## src/rtl/fetch_unit_if.sv

```systemverilog
// rtl/fetch_unit_if.sv - fetch stage bus: instruction memory port, redirect input, decode handshake
// master = fetch unit side, slave = memory/EX/decode environment side.
interface fetch_unit_if;
  logic        imem_req_o;
  logic [31:0] imem_addr_o;
  logic [31:0] imem_data_i;
  logic        redirect_i;
  logic [31:0] redirect_pc_i;
  logic        valid_o;
  logic        ready_i;
  logic [31:0] inst_o;
  logic [31:0] pc_o;
  logic [31:0] pc_plus4_o;

  modport master (
    output imem_req_o, imem_addr_o, valid_o, inst_o, pc_o, pc_plus4_o,
    input  imem_data_i, redirect_i, redirect_pc_i, ready_i
  );

  modport slave (
    input  imem_req_o, imem_addr_o, valid_o, inst_o, pc_o, pc_plus4_o,
    output imem_data_i, redirect_i, redirect_pc_i, ready_i
  );
endinterface

```

## src/rtl/fetch_unit.sv

```systemverilog
// rtl/fetch_unit.sv - instruction fetch: PC, 1-cycle imem issue, prefetch queue, redirect flush
// Optional FETCH_PERF_EN adds saturating fetch/stall/flush counters.
module fetch_unit #(
  parameter logic [31:0] RESET_PC = 32'h0000_0000,
  parameter int          DEPTH    = 2
) (
  input  logic         clk_i,
  input  logic         rst_i,
  fetch_unit_if.master bus
`ifdef FETCH_PERF_EN
  ,
  output logic [31:0]  perf_fetch_o,
  output logic [31:0]  perf_stall_o,
  output logic [31:0]  perf_flush_o
`endif
);
  localparam int            CW      = $clog2(DEPTH + 1);
  localparam logic [CW-1:0] DEPTH_C = CW'(DEPTH);

  logic [31:0]   pc_q, pc_d;
  logic [CW-1:0] count_q, count_d;
  logic          inflight_q, inflight_d;
  logic [31:0]   inflight_pc_q, inflight_pc_d;
  logic [31:0]   inst_q [DEPTH];
  logic [31:0]   inst_d [DEPTH];
  logic [31:0]   qpc_q [DEPTH];
  logic [31:0]   qpc_d [DEPTH];
  logic [31:0]   plus4_q, plus4_d;

  logic          valid, pop, push, issue, head_change;
  logic [CW-1:0] occ, wr_idx;
  logic          unused_rpc_lsb;

  assign unused_rpc_lsb = ^bus.redirect_pc_i[1:0];

  // count+inflight never exceeds DEPTH, so every returning word has a free slot.
  always_comb begin
    valid = (count_q != '0);
    pop   = valid && bus.ready_i && !bus.redirect_i;
    push  = inflight_q && !bus.redirect_i;
    occ   = count_q + CW'(inflight_q);
    issue = !rst_i && !bus.redirect_i &&
            ((occ < DEPTH_C) || ((occ == DEPTH_C) && pop));
  end

  always_comb begin
    inst_d = inst_q;
    qpc_d  = qpc_q;
    wr_idx = count_q - CW'(pop);
    if (pop) begin
      for (int i = 0; i < DEPTH - 1; i++) begin
        inst_d[i] = inst_q[i + 1];
        qpc_d[i]  = qpc_q[i + 1];
      end
    end
    if (push) begin
      for (int i = 0; i < DEPTH; i++) begin
        if (wr_idx == CW'(i)) begin
          inst_d[i] = bus.imem_data_i;
          qpc_d[i]  = inflight_pc_q;
        end
      end
    end
    count_d = bus.redirect_i ? '0 : (count_q + CW'(push) - CW'(pop));
    head_change = pop || (push && (wr_idx == '0));
    plus4_d = head_change ? (qpc_d[0] + 32'd4) : plus4_q;
  end

  always_comb begin
    if (bus.redirect_i) begin
      pc_d = {bus.redirect_pc_i[31:2], 2'b00};
    end else if (issue) begin
      pc_d = pc_q + 32'd4;
    end else begin
      pc_d = pc_q;
    end
    inflight_d    = issue;
    inflight_pc_d = pc_q;
  end

  always_ff @(posedge clk_i) begin
    if (rst_i) begin
      pc_q          <= {RESET_PC[31:2], 2'b00};
      count_q       <= '0;
      inflight_q    <= 1'b0;
      inflight_pc_q <= '0;
      plus4_q       <= '0;
      for (int i = 0; i < DEPTH; i++) begin
        inst_q[i] <= '0;
        qpc_q[i]  <= '0;
      end
    end else begin
      pc_q          <= pc_d;
      count_q       <= count_d;
      inflight_q    <= inflight_d;
      inflight_pc_q <= inflight_pc_d;
      plus4_q       <= plus4_d;
      inst_q        <= inst_d;
      qpc_q         <= qpc_d;
    end
  end

  assign bus.imem_req_o  = issue;
  assign bus.imem_addr_o = pc_q;
  assign bus.valid_o     = valid;
  assign bus.inst_o      = inst_q[0];
  assign bus.pc_o        = qpc_q[0];
  assign bus.pc_plus4_o  = plus4_q;

`ifdef FETCH_PERF_EN
  logic [31:0] pf_fetch_q, pf_fetch_d;
  logic [31:0] pf_stall_q, pf_stall_d;
  logic [31:0] pf_flush_q, pf_flush_d;

  always_comb begin
    pf_fetch_d = pf_fetch_q + {31'd0, issue && (pf_fetch_q != '1)};
    pf_stall_d = pf_stall_q + {31'd0, valid && !bus.ready_i && (pf_stall_q != '1)};
    pf_flush_d = pf_flush_q + {31'd0, bus.redirect_i && (pf_flush_q != '1)};
  end

  always_ff @(posedge clk_i) begin
    if (rst_i) begin
      pf_fetch_q <= '0;
      pf_stall_q <= '0;
      pf_flush_q <= '0;
    end else begin
      pf_fetch_q <= pf_fetch_d;
      pf_stall_q <= pf_stall_d;
      pf_flush_q <= pf_flush_d;
    end
  end

  assign perf_fetch_o = pf_fetch_q;
  assign perf_stall_o = pf_stall_q;
  assign perf_flush_o = pf_flush_q;
`else
  // counters absent; fetch behaviour is unchanged
`endif
endmodule

```

## src/flat_wrapper.sv

```systemverilog
// flat-port wrapper written by rule: the top's interface ports become plain ports
module fetch_unit_flat 
#(
  parameter logic [31:0] RESET_PC = 32'h0000_0000,
  parameter int          DEPTH    = 2
)
  (clk_i, rst_i, bus_imem_req_o, bus_imem_addr_o, bus_valid_o, bus_inst_o, bus_pc_o, bus_pc_plus4_o, bus_imem_data_i, bus_redirect_i, bus_redirect_pc_i, bus_ready_i);
  fetch_unit_if bus_i ();
  input  logic clk_i;
  input  logic rst_i;
  output wire logic [$bits(bus_i.imem_req_o)-1:0] bus_imem_req_o;
  output wire logic [$bits(bus_i.imem_addr_o)-1:0] bus_imem_addr_o;
  output wire logic [$bits(bus_i.valid_o)-1:0] bus_valid_o;
  output wire logic [$bits(bus_i.inst_o)-1:0] bus_inst_o;
  output wire logic [$bits(bus_i.pc_o)-1:0] bus_pc_o;
  output wire logic [$bits(bus_i.pc_plus4_o)-1:0] bus_pc_plus4_o;
  input wire logic [$bits(bus_i.imem_data_i)-1:0] bus_imem_data_i;
  input wire logic [$bits(bus_i.redirect_i)-1:0] bus_redirect_i;
  input wire logic [$bits(bus_i.redirect_pc_i)-1:0] bus_redirect_pc_i;
  input wire logic [$bits(bus_i.ready_i)-1:0] bus_ready_i;
  assign bus_imem_req_o = bus_i.imem_req_o;
  assign bus_imem_addr_o = bus_i.imem_addr_o;
  assign bus_valid_o = bus_i.valid_o;
  assign bus_inst_o = bus_i.inst_o;
  assign bus_pc_o = bus_i.pc_o;
  assign bus_pc_plus4_o = bus_i.pc_plus4_o;
  assign bus_i.imem_data_i = bus_imem_data_i;
  assign bus_i.redirect_i = bus_redirect_i;
  assign bus_i.redirect_pc_i = bus_redirect_pc_i;
  assign bus_i.ready_i = bus_ready_i;
  fetch_unit #(.RESET_PC(RESET_PC), .DEPTH(DEPTH)) u_core (.clk_i(clk_i), .rst_i(rst_i), .bus(bus_i));
endmodule
```

## config.mk

```make
export PLATFORM = sky130hd
export DESIGN_NAME = fetch_unit_flat
export DESIGN_NICKNAME = d
export VERILOG_FILES = /design/src/rtl/fetch_unit_if.sv /design/src/rtl/fetch_unit.sv /design/src/flat_wrapper.sv
export SDC_FILE = /design/constraint.sdc
export NUM_CORES = 1
export LEC_CHECK = 0
export BUFFER_PORTS_ARGS = -buffer_cell sky130_fd_sc_hd__buf_2
export CAP_MARGIN = 20
export CORE_ASPECT_RATIO = 1.5
export CORE_MARGIN = 5
export CORE_UTILIZATION = 60
export DETAILED_ROUTE_END_ITERATION = 8
export HOLD_SLACK_MARGIN = 0.06
export PLACE_DENSITY = 0.82
export SYNTH_ARGS = -nofsm -noshare
export SYNTH_HDL_FRONTEND = slang
export SYNTH_SLANG_ARGS = --single-unit
```

## constraint.sdc

```tcl
create_clock -name clk_i -period 9.1 [get_ports clk_i]
set_input_delay 0.455 -clock clk_i [delete_from_list [all_inputs] [get_ports clk_i]]
set_output_delay 0.455 -clock clk_i [all_outputs]
set_load 0.02 [all_outputs]
```

---- Yosys cells after proc, flatten, opt, wreduce, memory -nomap -nowiden ----
Index checks and enable logic that the tools add are counted.
storage, ports and cells
  register bits after elaboration ......... 227
  bits in latches ......................... 0
  bits in writable memories ............... 0
  memory bits (read-only) ................. 0
  bits of input ports ..................... 68
  output and inout bits ................... 130
  logic and storage cells ................. 45
  memories kept ........................... 0
operators by class
  add/subtract/negate cells ............... 6
  $mul .................................... 0
  divide/modulo/power cells ............... 0
  magnitude comparators ................... 1
  eq/ne operators ......................... 2
  shift-type cells ........................ 0
  multiplexer cells ....................... 10
  bitwise operators ....................... 0
  reduce and logical (&&, ||, !) cells .... 16
operators with widths
  operator               number
  $mux 32                8
  $mux 64                2
  $add 32x3->32 const B  2
  $logic_and 1x1->1      7
  $add 2x1->2            2
  $reduce_bool 2->1      2
  $sub 2x1->2            2
  $eq 2x1->1 const B     1
  $eq 2x2->1 const B     1
  $logic_not 1->1        2
  $logic_not 2->1        1
  $logic_or 1x1->1       2
  $lt 2x2->1 const B     1
  $reduce_and 2->1       1
  $reduce_or 2->1        1

---- Logic depth before layout (Yosys ltp) ----
  depth after elaboration ................. 8
  gate-level depth with buffers ........... 19
  gate-level depth less buffers ........... 14

---- Worst setup path before layout ----
OpenSTA, ideal clock, no wires.
  path type ............................... input -> register
  start point ............................. input bus_ready_i
  end point ............................... register u_core.plus4_q[28] (netlist: u_core.bus.pc_plus4_o[28])
  setup time .............................. 0.117 ns
  data arrival time ....................... 3.883 ns
  data required time ...................... 8.983 ns
  slack ................................... 5.100 ns
  stages on the path ...................... 17
  buffers on the path ..................... 4
  cells stage by stage .................... nor2b_1 nand2_1 inv_2 clkbuf_1 buf_1 clkbuf_1 ha_1 nand4bb_1 buf_4 nor2_1 a31oi_1 ha_1 o2111ai_1 or3_1 nor4_2 xnor2_1 a22o_1
RTL lines
  what                  RTL line            source
  start, declared       flat_wrapper.sv:20  input wire logic [$bits(bus_i.ready_i)-1:0] bus_ready_i;
  end signal, assigned  fetch_unit.sv:97    plus4_q <= plus4_d;
  end, declared         fetch_unit.sv:28    logic [31:0] plus4_q, plus4_d;

==> reports/results.tsv <==
stage	metric	value	unit
sta	Fin. Hold Viols	0	
global_routing	total congestion overflow	0	
clocking	cts hold-fix bufs	0	
status	status	complete, no violations	
synth	number of synthesized flops with an enable pin	0	
layout	proportion of layout cells with a drive suffix above 1	0.2005	
global_routing	GR Layer Usage met2	0.4264	
critical_path	internal reg-to-reg setup slack	4.04	ns
worst_hold_path	Hold EP	u_core.bus.imem_addr_o[11]	
synth	count leader, synth	nand2_1	
global_routing	vias in the first global route	8073	
clocking	CTS Root Cell	clkbuf_16	
job	max-cap violations	0	
sta	worst-case headroom to the max-slew limit	0.3717	
route	Total Routed Length	24.44	mm
clocking	CTS clk-pin slew, worst paths	0.07	ns
clocking	CTS Buf Count	20	
worst_hold_path	Hold Crit Depth	3	
global_routing	largest net degree at the start of global routing	126	
route	drt drc	0	
global_routing	GRT Total Usage	0.2450	
synth	Seq/Total Area, Yosys	0.4455	
sta	tightest hold margin	0.1920	ns
synth	FF+latch count, synth	221	
synth	largest cells by area after synthesis	dfxtp_1 (45%), nand2_1 (9.4%), nor2_1 (5.9%)	
critical_path	CP Launch Type	flip-flop	
clocking	clk_lat worst skew	0.49	ns
placement	global placement routability congestion	0.8852	
clocking	total clock sinks	221	
critical_path	Critical R2R Launch	u_core.count_q[1]	
critical_path	worst r2r dst	u_core.bus.pc_plus4_o[22]	
sta	Setup Skew	0.01336	ns
layout	Finished Layout Cells	1528	
synth	top cell type's share of synthesized area	0.4455	
floorplanning	die height	167.6	um
placement	dpl cells	1492	
clocking	post-CTS setup buffer count	0	
critical_path	Crit path required time	9.48	ns
sta	RSZ-0062 raised after global routing	false	
route	drt wl/cell	15.99	um
sta	# setup viols final	0	
global_routing	first-pass GRT wire length	39.68	mm
critical_path	Arrival @ worst endpoint	5.44	ns
synth	post-synthesis cell count	1230	
floorplanning	core area	16260	um2
route	DRT Pass-1 Iters	5	
synth	Unique masters post-synth	58	
synth	post-synth top area cell	dfxtp_1	
layout	final net count	1383	
global_routing	initial antenna violation count	1	
sta	pins over their slew limit	0	
sta	max frequency	197.6	MHz
clocking	Bufs on Longest Clock Path	3	
critical_path	FF-to-FF path depth	17	
sta	fin crit share	0.5560	
clocking	H-tree depth	1	
placement	port buffer count	193	
route	post-route ant nets	0	
floorplanning	Initial Util	0.6108	
worst_hold_path	Worst Hold Class	in -> reg	
synth	Synth Cell Area	9932	um2
floorplanning	Chip Width	115.1	um
clocking	CTS tree	built	
route	routed via count	8501	
critical_path	Crit. End Element	flip-flop	
floorplanning	die area	19280	um2
worst_hold_path	hold_sp	bus_redirect_pc_i[11]	
placement	HPWL after DPL	16.50	mm
synth	Avg Cell Area, Syn	8.075	um2
synth	asr flop ratio synth	0	
route	via/cell ratio	5.563	
sta	fin crit period	5.060	ns
critical_path	CP max FO	53	
power	pwr/cell area	188.6	nW/um2
sta	slew at the pin closest to its max-slew limit	0.9425	ns
clocking	CTS resizes	0	
global_routing	GR peak layer	met2	
critical_path	critical path class	reg -> reg	
global_routing	met3 usage	0.06354	
sta	setup total negative slack	0	ns
synth	most frequent cells after synthesis	nand2_1 (250), dfxtp_1 (221), nor2_1 (155)	
floorplanning	I/O pins	198	
power	Leak	4.424	nW
global_routing	met1 Usage GRT	0.2877	
floorplanning	row count	57	
power	VDD IR-drop max	0.1518	mV
synth	Main synth FF type	dfxtp_1	
layout	area added between synthesis and finish	11.72	%
route	Initial DRC Count	635	
synth	YS warnings	0	
layout	n_diodes	0	
==> critical path, cell delays in order, from the launching register on <==
cell and delay, ns:
dfxtp_1 0.37, nor2_1 0.24, buf_4 0.30, inv_2 0.22
nand2_2 0.13, inv_2 0.04, ha_1 0.37, nand4bb_4 0.37
buf_12 0.28, buf_4 0.49, nor2_1 0.09, a31oi_1 0.32
ha_1 0.28, o2111ai_1 0.30, nor3_2 0.49, nand3_1 0.16
xnor2_1 0.16, a211oi_1 0.28
==> how the worst max path moves through the flow <==
stage	from	endpoint	slack, ns
after floorplan	bus_ready_i	u_core.bus.pc_plus4_o[28]	5.10
after global placement	bus_redirect_i	u_core.bus.pc_plus4_o[28]	3.85
after detailed placement	bus_redirect_i	u_core.bus.pc_plus4_o[26]	3.76
after CTS	u_core.count_q[1]	u_core.bus.pc_plus4_o[22]	3.91
after global routing	u_core.count_q[1]	u_core.bus.pc_plus4_o[22]	3.70
final	u_core.count_q[1]	u_core.bus.pc_plus4_o[22]	4.04
==> layout make-up <==
class                           count  area, um2
Fill cell                        1391       5165
Multi-Input combinational cell    850       4652
Sequential cell                   221       4424
Timing Repair Buffer              205       1075
Clock buffer                       23      533.0
Tap cell                          206      257.7
Clock inverter                     12      112.6
Inverter                           11      41.29
==> sequential cells by signal (all words and copies together), names as in the netlist <==
| register | cells |
|---|---|
| u_core.count_q | 2 |
| u_core.inflight_pc_q | 30 |
| u_core.bus.pc_o | 32 |
| u_core.inst_q | 32 |
| u_core.inflight_q | 1 |
| u_core.bus.inst_o | 32 |
| u_core.bus.pc_plus4_o | 32 |
| u_core.bus.imem_addr_o | 30 |
| u_core.qpc_q | 30 |
==> routing by layer <==
| layer | routed length, um | share of wire |
|---|---|---|
| met5 | 11 | 0.00045 |
| met4 | 624 | 0.026 |
| met3 | 2137 | 0.087 |
| met2 | 12180 | 0.50 |
| met1 | 9486 | 0.39 |
==> layout by cell type (no fill, tap or decap), types with 3 or more instances in the layout <==
cell type and n:
nor3_2 3, xor2_1 23, nor3b_1 5, a21oi_1 91
nor2_1 155, mux2i_1 7, and3_1 4, buf_2 192
o21ai_1 10, clkbuf_16 21, nor2b_1 52, nand4_1 16
inv_1 9, nand2_1 249, a31oi_2 4, buf_4 11
xnor2_1 30, o211ai_1 4, o21ai_0 11, a211oi_1 28
nor4_2 3, ha_1 6, nor3_1 11, clkinv_2 9
dfxtp_1 221, a22o_1 3, and2_1 5, or3_1 7
a31oi_1 22, nand3_1 31, a311oi_1 37
==> metrics by stage <==
step / area (um2) / power (mW) / setup WS [ns] / utilization
4_1_cts: 11080 / 2.108 / 3.908 / 0.6811
3_5_place_dp: 10430 / 1.276 / 3.760 / 0.6414
6_report: 11100 / 2.093 / 4.040 / 0.6824
3_3_place_gp: 10430 / 1.271 / 3.850 / 0.6414
2_1_floorplan: 9936 / 1.220 / 5.100 / -
5_1_grt: 11100 / 2.174 / 3.699 / 0.6824
==> cells by family (layout without fill, tap and decap cells) <==
family / after synthesis / after routing / synth area share
other: 1 / 2 / 0.0003776
XOR/XNOR: 53 / 53 / 0.04674
buffers and inverters: 160 / 251 / 0.08907
AO/OA/AOI/OAI: 221 / 221 / 0.1449
multiplexers: 7 / 7 / 0.007055
adder cells (fa/ha/maj): 6 / 6 / 0.007558
AND/OR/NAND/NOR: 561 / 561 / 0.2589
flip-flops: 221 / 221 / 0.4455
==> where the power goes <==
group / total [mW] / switching (mW) / internal (mW)
Sequential: 1.03 / 0.0287 / 1.00
Combinational: 0.223 / 0.144 / 0.0795
Clock: 0.836 / 0.358 / 0.478
Total: 2.09 / 0.531 / 1.56
(Power assumes the default switching activity.)
